**config.mk**
```make
export PLATFORM = sky130hd
export DESIGN_NAME = display_scan_ctrl
export DESIGN_NICKNAME = d
export VERILOG_FILES = /design/src/rtl/watch_pkg.sv /design/src/rtl/display_scan_ctrl_bcd_to_7seg.sv /design/src/rtl/display_scan_ctrl.sv
export SDC_FILE = /design/constraint.sdc
export NUM_CORES = 1
export LEC_CHECK = 0
export CAP_MARGIN = 20
export CORE_ASPECT_RATIO = 1.5
export CORE_UTILIZATION = 49
export CTS_BUF_LIST = sky130_fd_sc_hd__clkbuf_8
export CTS_CLUSTER_SIZE = 8
export DETAILED_ROUTE_END_ITERATION = 8
export PLACE_DENSITY = 0.71
export SLEW_MARGIN = 15
export SYNTH_ARGS = -nofsm -noshare
export SYNTH_HDL_FRONTEND = slang
export SYNTH_SLANG_ARGS = --single-unit
```
**constraint.sdc**
```tcl
create_clock -name clk -period 3.1 [get_ports clk]
set_input_delay 0.31 -clock clk [delete_from_list [all_inputs] [get_ports clk]]
set_output_delay 0.31 -clock clk [all_outputs]
set_load 0.01 [all_outputs]
```
**src/rtl/watch_pkg.sv**
```systemverilog
// watch_pkg: shared digit indices and 7-segment patterns for the watch display path
package watch_pkg;
  localparam int NUM_DIGITS = 6;
  typedef logic [3:0] bcd_t;
  typedef logic [6:0] seg_t;
  localparam logic [2:0] IDX_S_UNI = 3'd0;
  localparam logic [2:0] IDX_S_DEZ = 3'd1;
  localparam logic [2:0] IDX_M_UNI = 3'd2;
  localparam logic [2:0] IDX_M_DEZ = 3'd3;
  localparam logic [2:0] IDX_H_UNI = 3'd4;
  localparam logic [2:0] IDX_H_DEZ = 3'd5;
  localparam logic [2:0] DP_IDX_MIN = 3'd2;
  localparam logic [2:0] DP_IDX_HOUR = 3'd4;
  // Patterns are {g,f,e,d,c,b,a}, active-low
  localparam seg_t SEG_0 = 7'b1000000;
  localparam seg_t SEG_1 = 7'b1111001;
  localparam seg_t SEG_2 = 7'b0100100;
  localparam seg_t SEG_3 = 7'b0110000;
  localparam seg_t SEG_4 = 7'b0011001;
  localparam seg_t SEG_5 = 7'b0010010;
  localparam seg_t SEG_6 = 7'b0000010;
  localparam seg_t SEG_7 = 7'b1111000;
  localparam seg_t SEG_8 = 7'b0000000;
  localparam seg_t SEG_9 = 7'b0010000;
  localparam seg_t SEG_BLANK = 7'b1111111;
endpackage

```
**src/rtl/display_scan_ctrl_bcd_to_7seg.sv**
```systemverilog
// bcd_to_7seg: combinational BCD to active-low 7-segment decoder, blank above 9
module bcd_to_7seg
  import watch_pkg::*;
(
  input  logic [3:0] i_bcd,
  output logic [6:0] o_seg
);
  // Map each BCD value to its pattern; non-decimal codes go dark
  always_comb begin
    case (i_bcd)
      4'd0: o_seg = SEG_0;
      4'd1: o_seg = SEG_1;
      4'd2: o_seg = SEG_2;
      4'd3: o_seg = SEG_3;
      4'd4: o_seg = SEG_4;
      4'd5: o_seg = SEG_5;
      4'd6: o_seg = SEG_6;
      4'd7: o_seg = SEG_7;
      4'd8: o_seg = SEG_8;
      4'd9: o_seg = SEG_9;
      default: o_seg = SEG_BLANK;
    endcase
  end
endmodule

```
**src/rtl/display_scan_ctrl.sv**
```systemverilog
// display_scan_ctrl: six-digit multiplexed 7-segment scanner with guard time, frame snapshot and config blink; LZ_BLANK_EN darkens a leading hour zero
module display_scan_ctrl
  import watch_pkg::*;
#(
  parameter int DIGIT_DIV = 50000,
  parameter int GUARD_CYCLES = 500,
  parameter int BLINK_DIV = 12500000
) (
  input  logic       clk,
  input  logic       reset,
  input  logic [3:0] s_unidade,
  input  logic [3:0] s_dezena,
  input  logic [3:0] m_unidade,
  input  logic [3:0] m_dezena,
  input  logic [3:0] h_unidade,
  input  logic [3:0] h_dezena,
  input  logic [2:0] config_digit,
  input  logic       is_config,
  output logic [5:0] an,
  output logic [6:0] seg,
  output logic       dp
);
  localparam int SW = $clog2(DIGIT_DIV);
  localparam int BW = $clog2(BLINK_DIV);
  logic [SW-1:0] r_slot;
  logic [2:0]    r_idx;
  logic [3:0]    r_snap [NUM_DIGITS];
  logic [BW-1:0] r_bcnt;
  logic          r_bon;
  logic          r_cfg_d;
  logic [2:0]    r_dig_d;
  logic [5:0]    r_an;
  logic [6:0]    r_seg;
  logic          r_dp;
  logic          w_slot_end, w_frame_end, w_bend, w_restart, w_on;
  logic          w_guard, w_blink, w_lz, w_dark, w_sep;
  logic [3:0]    w_digit;
  logic [6:0]    w_seg;
  assign w_slot_end  = r_slot == SW'(DIGIT_DIV - 1);
  assign w_frame_end = w_slot_end && r_idx == IDX_H_DEZ;
  assign w_bend      = r_bcnt == BW'(BLINK_DIV - 1);
  // A restart forces the phase on in the very cycle it is seen, so the new digit never flashes dark
  assign w_restart   = is_config && (!r_cfg_d || config_digit != r_dig_d);
  assign w_on        = r_bon || w_restart;
  assign w_guard     = r_slot < SW'(GUARD_CYCLES);
  assign w_blink     = is_config && !w_on && config_digit == r_idx;
`ifdef LZ_BLANK_EN
  assign w_lz        = !is_config && r_idx == IDX_H_DEZ && r_snap[IDX_H_DEZ] == 4'd0;
`else
  assign w_lz        = 1'b0;
`endif
  assign w_dark      = w_guard || w_blink || w_lz;
  assign w_sep       = r_idx == DP_IDX_MIN || r_idx == DP_IDX_HOUR;
  assign w_digit     = r_snap[r_idx];
  bcd_to_7seg u_dec (.i_bcd(w_digit), .o_seg(w_seg));
  // Slot timer, scan index and once-per-frame snapshot of the time digits
  always_ff @(posedge clk or negedge reset) begin
    if (!reset) begin
      r_slot <= '0;
      r_idx  <= '0;
      r_snap <= '{default: '0};
    end else begin
      r_slot <= w_slot_end ? '0 : r_slot + 1'b1;
      if (w_slot_end) r_idx <= w_frame_end ? '0 : r_idx + 1'b1;
      if (w_frame_end) r_snap <= '{s_unidade, s_dezena, m_unidade, m_dezena, h_unidade, h_dezena};
    end
  end
  // Blink timer; held idle outside config mode and restarted on entry or digit change
  always_ff @(posedge clk or negedge reset) begin
    if (!reset) begin
      r_bcnt  <= '0;
      r_bon   <= 1'b1;
      r_cfg_d <= 1'b0;
      r_dig_d <= '0;
    end else begin
      r_cfg_d <= is_config;
      r_dig_d <= config_digit;
      r_bcnt  <= (!is_config || w_restart || w_bend) ? '0 : r_bcnt + 1'b1;
      r_bon   <= (!is_config || w_restart) ? 1'b1 : (w_bend ? !r_bon : r_bon);
    end
  end
  // Registered pin drivers: everything dark during guard, blink-off or leading-zero blanking
  always_ff @(posedge clk or negedge reset) begin
    if (!reset) begin
      r_an  <= '1;
      r_seg <= SEG_BLANK;
      r_dp  <= 1'b1;
    end else begin
      r_an  <= w_dark ? 6'b111111 : ~(6'b000001 << r_idx);
      r_seg <= w_dark ? SEG_BLANK : w_seg;
      r_dp  <= w_dark || !w_sep;
    end
  end
  assign an  = r_an;
  assign seg = r_seg;
  assign dp  = r_dp;
endmodule

```
==> results of run 1 <==
## flip-flops by register name (all words and copies together) (netlist names)
name and flops:
r_dig_d 3, dp 1, r_idx 3, r_bcnt 24, r_bon 1, r_slot 16, seg 7, r_snap 24
r_cfg_d 1, an 6
## cell families (layout without fill, tap and decap cells)
family,after synthesis,in the layout,synth area share [%]
adders and majority gates,12,12,3.61
and+or+nand+nor,137,137,17.1
AOI/OAI and AO/OA,31,31,4.70
muxes,38,38,11.0
buffers and inverters,23,74,2.59
xor gates and xnor gates,42,42,8.85
DFF,86,86,52.2
## synthesized netlist by cell type, types with 2 or more instances
master / n
nand2b_1: 4
ha_1: 12
mux2_2: 10
a31oi_1: 3
buf_6: 2
nor4_1: 4
and3_1: 9
o21ai_0: 11
a22oi_1: 2
xor2_1: 31
xnor2_1: 11
o211ai_1: 2
inv_1: 10
nor2_1: 36
nand2_1: 31
mux2i_1: 5
mux4_2: 3
nand4_1: 9
buf_2: 2
clkbuf_1: 8
and2_1: 7
nor2b_1: 4
dfrtp_1: 71
and4_1: 7
mux2_1: 20
a21oi_1: 6
nand3_1: 17
dfstp_2: 15
a221oi_1: 2
nor3_1: 2
## power by group
group	switching [mW]	internal [mW]
clock	0.368	0.346
combinational	0.0319	0.0353
sequential	0.00140	1.12
## cell type report
| class | count | area [um^2] | area share [%] |
|---|---|---|---|
| Multi-Input combinational cell | 260 | 1880 | 38.6 |
| Clock inverter | 4 | 15.0 | 0.308 |
| Timing Repair Buffer | 48 | 469 | 9.64 |
| Clock buffer | 12 | 165 | 3.39 |
| Inverter | 10 | 37.5 | 0.771 |
| Sequential cell | 86 | 2170 | 44.6 |
| Tap cell | 105 | 131 | 2.70 |
## stage by stage
stage	hold slack, ns	total power, mW	area, um^2	instances
floorplan	0.0144	1.15	4160	369
global placement	0.463	1.22	4680	509
detailed placement	0.472	1.22	4680	509
CTS	0.186	1.94	4860	525
global route	0.0631	1.98	4870	525
finish	0.00241	1.91	4870	525
## routing by layer
metal | track usage, % | part of all wire [%] | up-vias
met4 | 10.4 | 2.8 | 0
met2 | 33.5 | 52 | 60
met1 | 23.8 | 42 | 1387
li1 | - | - | 1367
met5 | 0 | 0 | -
met3 | 4.37 | 3.8 | 16
## cell usage in the layout, fill, tap and decap left out, types with 2 or more instances in the layout
cell             netlist  routed
nand2_1               31      31
mux4_2                 3       3
xor2_1                31      31
a21oi_1                6       6
mux2_1                20      20
o21ai_0               11      11
nor2b_1                4       4
a221oi_1               2       2
mux2i_1                5       5
o211ai_1               2       2
buf_4                  1       5
nand2b_1               4       4
a22oi_1                2       2
dfstp_2               15      15
xnor2_1               11      11
nand3_1               17      17
dfrtp_1               71      71
mux2_2                10      10
clkbuf_8               0      12
nor4_1                 4       4
and2_1                 7       7
and4_1                 7       7
and3_1                 9       9
inv_1                 10      14
a31oi_1                3       3
clkdlybuf4s50_1        0      42
nor3_1                 2       2
ha_1                  12      12
nand4_1                9       9
nor2_1                36      36
## how the worst max path moves through the flow
stage                               startpoint               end  slack (ns)
final                     r_idx[0]$_DFFE_PN0N_  seg[5]$_DFF_PN1_        0.59
after global routing      r_idx[0]$_DFFE_PN0N_  seg[5]$_DFF_PN1_        0.39
after detailed placement  r_idx[0]$_DFFE_PN0N_  seg[5]$_DFF_PN1_        0.60
after CTS                 r_idx[0]$_DFFE_PN0N_  seg[5]$_DFF_PN1_        0.59
after floorplan           r_idx[0]$_DFFE_PN0N_  seg[5]$_DFF_PN1_        0.90
after global placement    r_idx[0]$_DFFE_PN0N_  seg[5]$_DFF_PN1_        0.67
==> results.yml, run 1 <==
critical_path:
  path_delay_family: "compound AO/OA/AOI/OAI gates"
  reg2reg_slack_ns: 0.59
  crit_buf_inv: 2
  r2r_cells: 10
  path_cells: "buf_4, mux2_2, nand2_1, and2_1, inv_1, ha_1, nand3_1, a41oi_1, a221oi_1, a31oi_1"
  cp-start-kind: "flip-flop"
  cp_max_fo: 9
  cp_slowest_cell: "dfrtp_1"
  crit_cells: 10
  critPathMaxStageDelay_ns: 0.55
  worstSetupPathType: "reg2reg"
  arrival_ns: 2.76
  cp-end-kind: "flip-flop"
  rr_endpoint: "seg[5]$_DFF_PN1_"
  required_ns: 3.35
  reg2reg_from: "r_idx[0]$_DFFE_PN0N_"
floorplanning:
  io_pins: 44
  rows: 40
  die-area_mm2: 0.00886
  die_h_um: 115
  initial_core_util_pct: 51.3
  dieWidth_um: 77.2
  core-area_mm2: 0.00811
routing:
  wire_per_inst_um: 15.0
  drc: 0
  dr.pass1.iters: 4
  via_count: 2830
  drt-total-wl_mm: 7.87
  routed_via_density: 5.39
  antenna_left: 0
  drtIter0Drc: 203
synthesis:
  postSynthCellCount: 369
  syn_area_mm2: 0.00416
  synthTopCellsByArea: "dfrtp_1 (43%), dfstp_2 (9.5%), xor2_1 (6.5%)"
  ys_types: 43
  synth_ff_type: "dfrtp_1"
  synth_area_leader_cell: "dfrtp_1"
  ys_ff_latch: 86
  ys_seq_area_share_pct: 52.2
  synth_edf_count: 0
  synthArstFlopShare_pct: 100
  syn_area_per_cell_um2: 11.3
  synth_nets: 411
  synth_top_area_share_pct: 42.7
  ys.warnings.count: 0
power_and_ir_drop:
  p_leak_nw: 2.19
  ir_worst_vdd_mv: 0.227
  powerDensity_mw_per_mm2: 392
global_route:
  antenna_found_initial: 0
  grt_max_degree: 87
  grtUsageTotal_pct: 19.8
  overflow: 0
  grt_pass1_vias: 2832
  grt_first_pass_wirelength_mm: 13.5
cts:
  cts_resized: 0
  cts_tree: "built"
  cts_sinks: 86
  clk_pin_slew_worst_paths_ns: 0.08
  cts_hold_buffers: 0
  root_buffer: "clkbuf_8"
  cts_buffers: 9
  clock_path_buffers: 2
  postCtsSetupBuffers: 0
  h-tree-depth: 3
  insertion_delay_ns: 0.36
place:
  gp_congestion: 0.861
  hpwl_mm: 5.61
  pre_cts_slack_ns: 0.603
  portBuffers: 43
timing:
  post-route-min-period_ns: 2.51
  setup_viol: 0
  clock.fmax_mhz: 399
  fin_ws_ns: 0.592
  finClkSkew_ns: 0.00860
  slew_headroom_pct: 35.8
  rsz0062_at_grt: "false"
  drv_slew: 0
  hold_violations: 0
  worst_pin_slew_ns: 0.962
  fin_tns_setup_ns: 0
  fin_crit_sh_pct: 80.9
cells_and_area:
  finalNetCount: 457
  n_antenna_cell: 0
  area_delta_synth_final_pct: 17.1
  postLayoutCoreUtil_pct: 60.0
  final.fill_count: 688
  drive_gt1_share_pct: 11.4
worst_hold_path:
  holdCritPathClass: "in2async"
run_status:
  status: "finished clean"
flow_run:
  drv_cap: 0
Note: power is estimated with default switching activity, not from simulation.
==> inputs of run 2 (changes only) <==
--- a/config.mk
+++ b/config.mk
@@ -11,7 +11,7 @@
 export CTS_BUF_LIST = sky130_fd_sc_hd__clkbuf_8
 export CTS_CLUSTER_SIZE = 8
 export DETAILED_ROUTE_END_ITERATION = 8
-export PLACE_DENSITY = 0.71
+export PLACE_DENSITY = 0.73
 export SLEW_MARGIN = 15
 export SYNTH_ARGS = -nofsm -noshare
 export SYNTH_HDL_FRONTEND = slang
==> constraint.sdc (replaced) <==
create_clock -name clk -period 2.12 [get_ports clk]
set_input_delay 0.212 -clock clk [delete_from_list [all_inputs] [get_ports clk]]
set_output_delay 0.212 -clock clk [all_outputs]
set_load 0.01 [all_outputs]
==> results.yml, run 2 (synthesis results as in run 1) <==
run_status:
  status: "finished clean"
critical_path:
  required_ns: 2.40
  path_cells: "buf_4, mux4_2, or3_1, a221oi_2, and2_4, a31oi_1"
  cp_slowest_cell: "mux4_2"
  arrival_ns: 2.34
  cp_max_fo: 4
  critPathMaxStageDelay_ns: 0.50
  cp-end-kind: "flip-flop"
  cp-start-kind: "flip-flop"
  worstSetupPathType: "reg2reg"
floorplanning:
  io_pins: 44
  die_h_um: 115
  die-area_mm2: 0.00886
  rows: 40
  initial_core_util_pct: 51.3
  dieWidth_um: 77.2
  core-area_mm2: 0.00811
routing:
  dr.pass1.iters: 4
  antenna_left: 0
  drc: 0
  drt-total-wl_mm: 8.46
  routed_via_density: 5.36
  drtIter0Drc: 145
  via_count: 2925
  wire_per_inst_um: 15.5
cells_and_area:
  n_antenna_cell: 0
  final_cell_mix: "dfrtp_1 (69), clkdlybuf4s50_1 (42), nor2_1 (35)"
  final_area_mm2: 0.00517
  area_delta_synth_final_pct: 24.5
  finalNetCount: 478
  final.fill_count: 671
  top_regs: "r_bcnt: 24 flops, r_snap: 24 flops, r_slot: 16 flops"
  drive_gt1_share_pct: 20.6
  mostFrequentLayoutCell: "dfrtp_1"
power_and_ir_drop:
  powerDensity_mw_per_mm2: 569
  p_leak_nw: 2.30
  ir_worst_vdd_mv: 0.514
timing:
  setup_viol: 0
  fin_crit_sh_pct: 97.0
  finClkSkew_ns: 0.0107
  worst_pin_slew_ns: 0.647
  clock.fmax_mhz: 486
  hold_violations: 0
  post-route-min-period_ns: 2.06
  slew_headroom_pct: 56.5
  drv_slew: 0
  fin_ws_ns: 0.0633
place:
  pre_cts_slack_ns: -0.0685
  hpwl_mm: 6.02
  placed_cell_area_mm2: 0.00483
  portBuffers: 43
  gp_congestion: 0.890
global_route:
  grt_max_degree: 45
  antenna_found_initial: 0
  grt_first_pass_wirelength_mm: 13.9
  grtUsageTotal_pct: 20.5
  overflow: 0
  grt_pass1_vias: 2930
cts:
  h-tree-depth: 3
  insertion_delay_ns: 0.36
  cts_tree: "built"
  cts_sinks: 86
  cts_buffers: 9
  clk_pin_slew_worst_paths_ns: 0.09
  root_buffer: "clkbuf_8"
  clock_path_buffers: 2
worst_hold_path:
  holdCritPathClass: "in2reg"
flow_run:
  drv_cap: 0
==> run 2: critical path: cells and delay by family (launching register included) <==
family	cells	cell delay, ns
AOI/OAI and AO/OA	2	0.36
buffers and inverters	1	0.12
DFF	1	0.39
muxes	1	0.50
and+or+nand+nor	2	0.60
==> run 2: stage by stage <==
step	instances	utilization (%)	hold WS [ns]	power [mW]	setup TNS, ns
after floorplan	369	-	-0.0836	1.69	0
after global placement	525	59.6	0.228	1.78	0
after detailed placement	525	59.6	0.238	1.79	-0.194
after CTS	543	62.6	0.325	2.97	0
after global routing	546	63.8	0.334	3.06	-0.0927
final	546	63.8	0.332	2.94	0
==> run 2: report_power, final <==
| group | internal, mW | leakage [nW] | switching, mW | total (mW) |
|---|---|---|---|---|
| clock network | 0.609 | 0.106 | 0.582 | 1.19 |
| logic | 0.0578 | 1.07 | 0.0484 | 0.106 |
| registers | 1.64 | 1.12 | 0.00199 | 1.65 |
| total | 2.31 | 2.30 | 0.632 | 2.94 |
==> run 2: worst paths after layout <==
path	from	end	slack, ns	cells after the start
min in group asynchronous	reset	r_slot[11]$_DFF_PN0_	0.37	2
min	is_config	r_cfg_d$_DFF_PN0_	0.33	1
max in group asynchronous	reset	seg[2]$_DFF_PN1_	1.06	3
max	r_idx[0]$_DFFE_PN0N_	seg[5]$_DFF_PN1_	0.06	6
min reg2reg	r_snap[15]$_DFFE_PN0P_	r_snap[15]$_DFFE_PN0P_	0.48	1
max reg2reg	r_idx[0]$_DFFE_PN0N_	seg[5]$_DFF_PN1_	0.06	6
==> run 2: per-layer routing <==
layer | vias up | share of wire, % | track usage, %
met3 | 25 | 2.9 | 5.16
met5 | - | 0 | 0
met4 | 0 | 3.4 | 11.3
li1 | 1408 | - | -
met2 | 58 | 52 | 35.1
met1 | 1434 | 41 | 23.5
==> run 2: layout make-up <==
class                      count  area (um^2)  area share, %
clock buffer                  11          151           2.93
multi-input combinational    260         1950           37.7
tap                          105          131           2.54
sequential                    86         2170           42.0
clock inverter                 5         56.3           1.09
inverter                      10         37.5          0.726
timing repair buffer          69          672           13.0
==> run 2: repair_timing <==
| item | 4_1_cts | 5_1_grt |
|---|---|---|
| resized for setup | 4 | 20 |
| pin swaps | 1 | 6 |
| setup endpoints to repair | 15 | 28 |
| hold buffers | 1 | 0 |
| endpoints found under the hold margin | 40 | 0 |
| cloned | 0 | 1 |
| setup buffers | 1 | 2 |
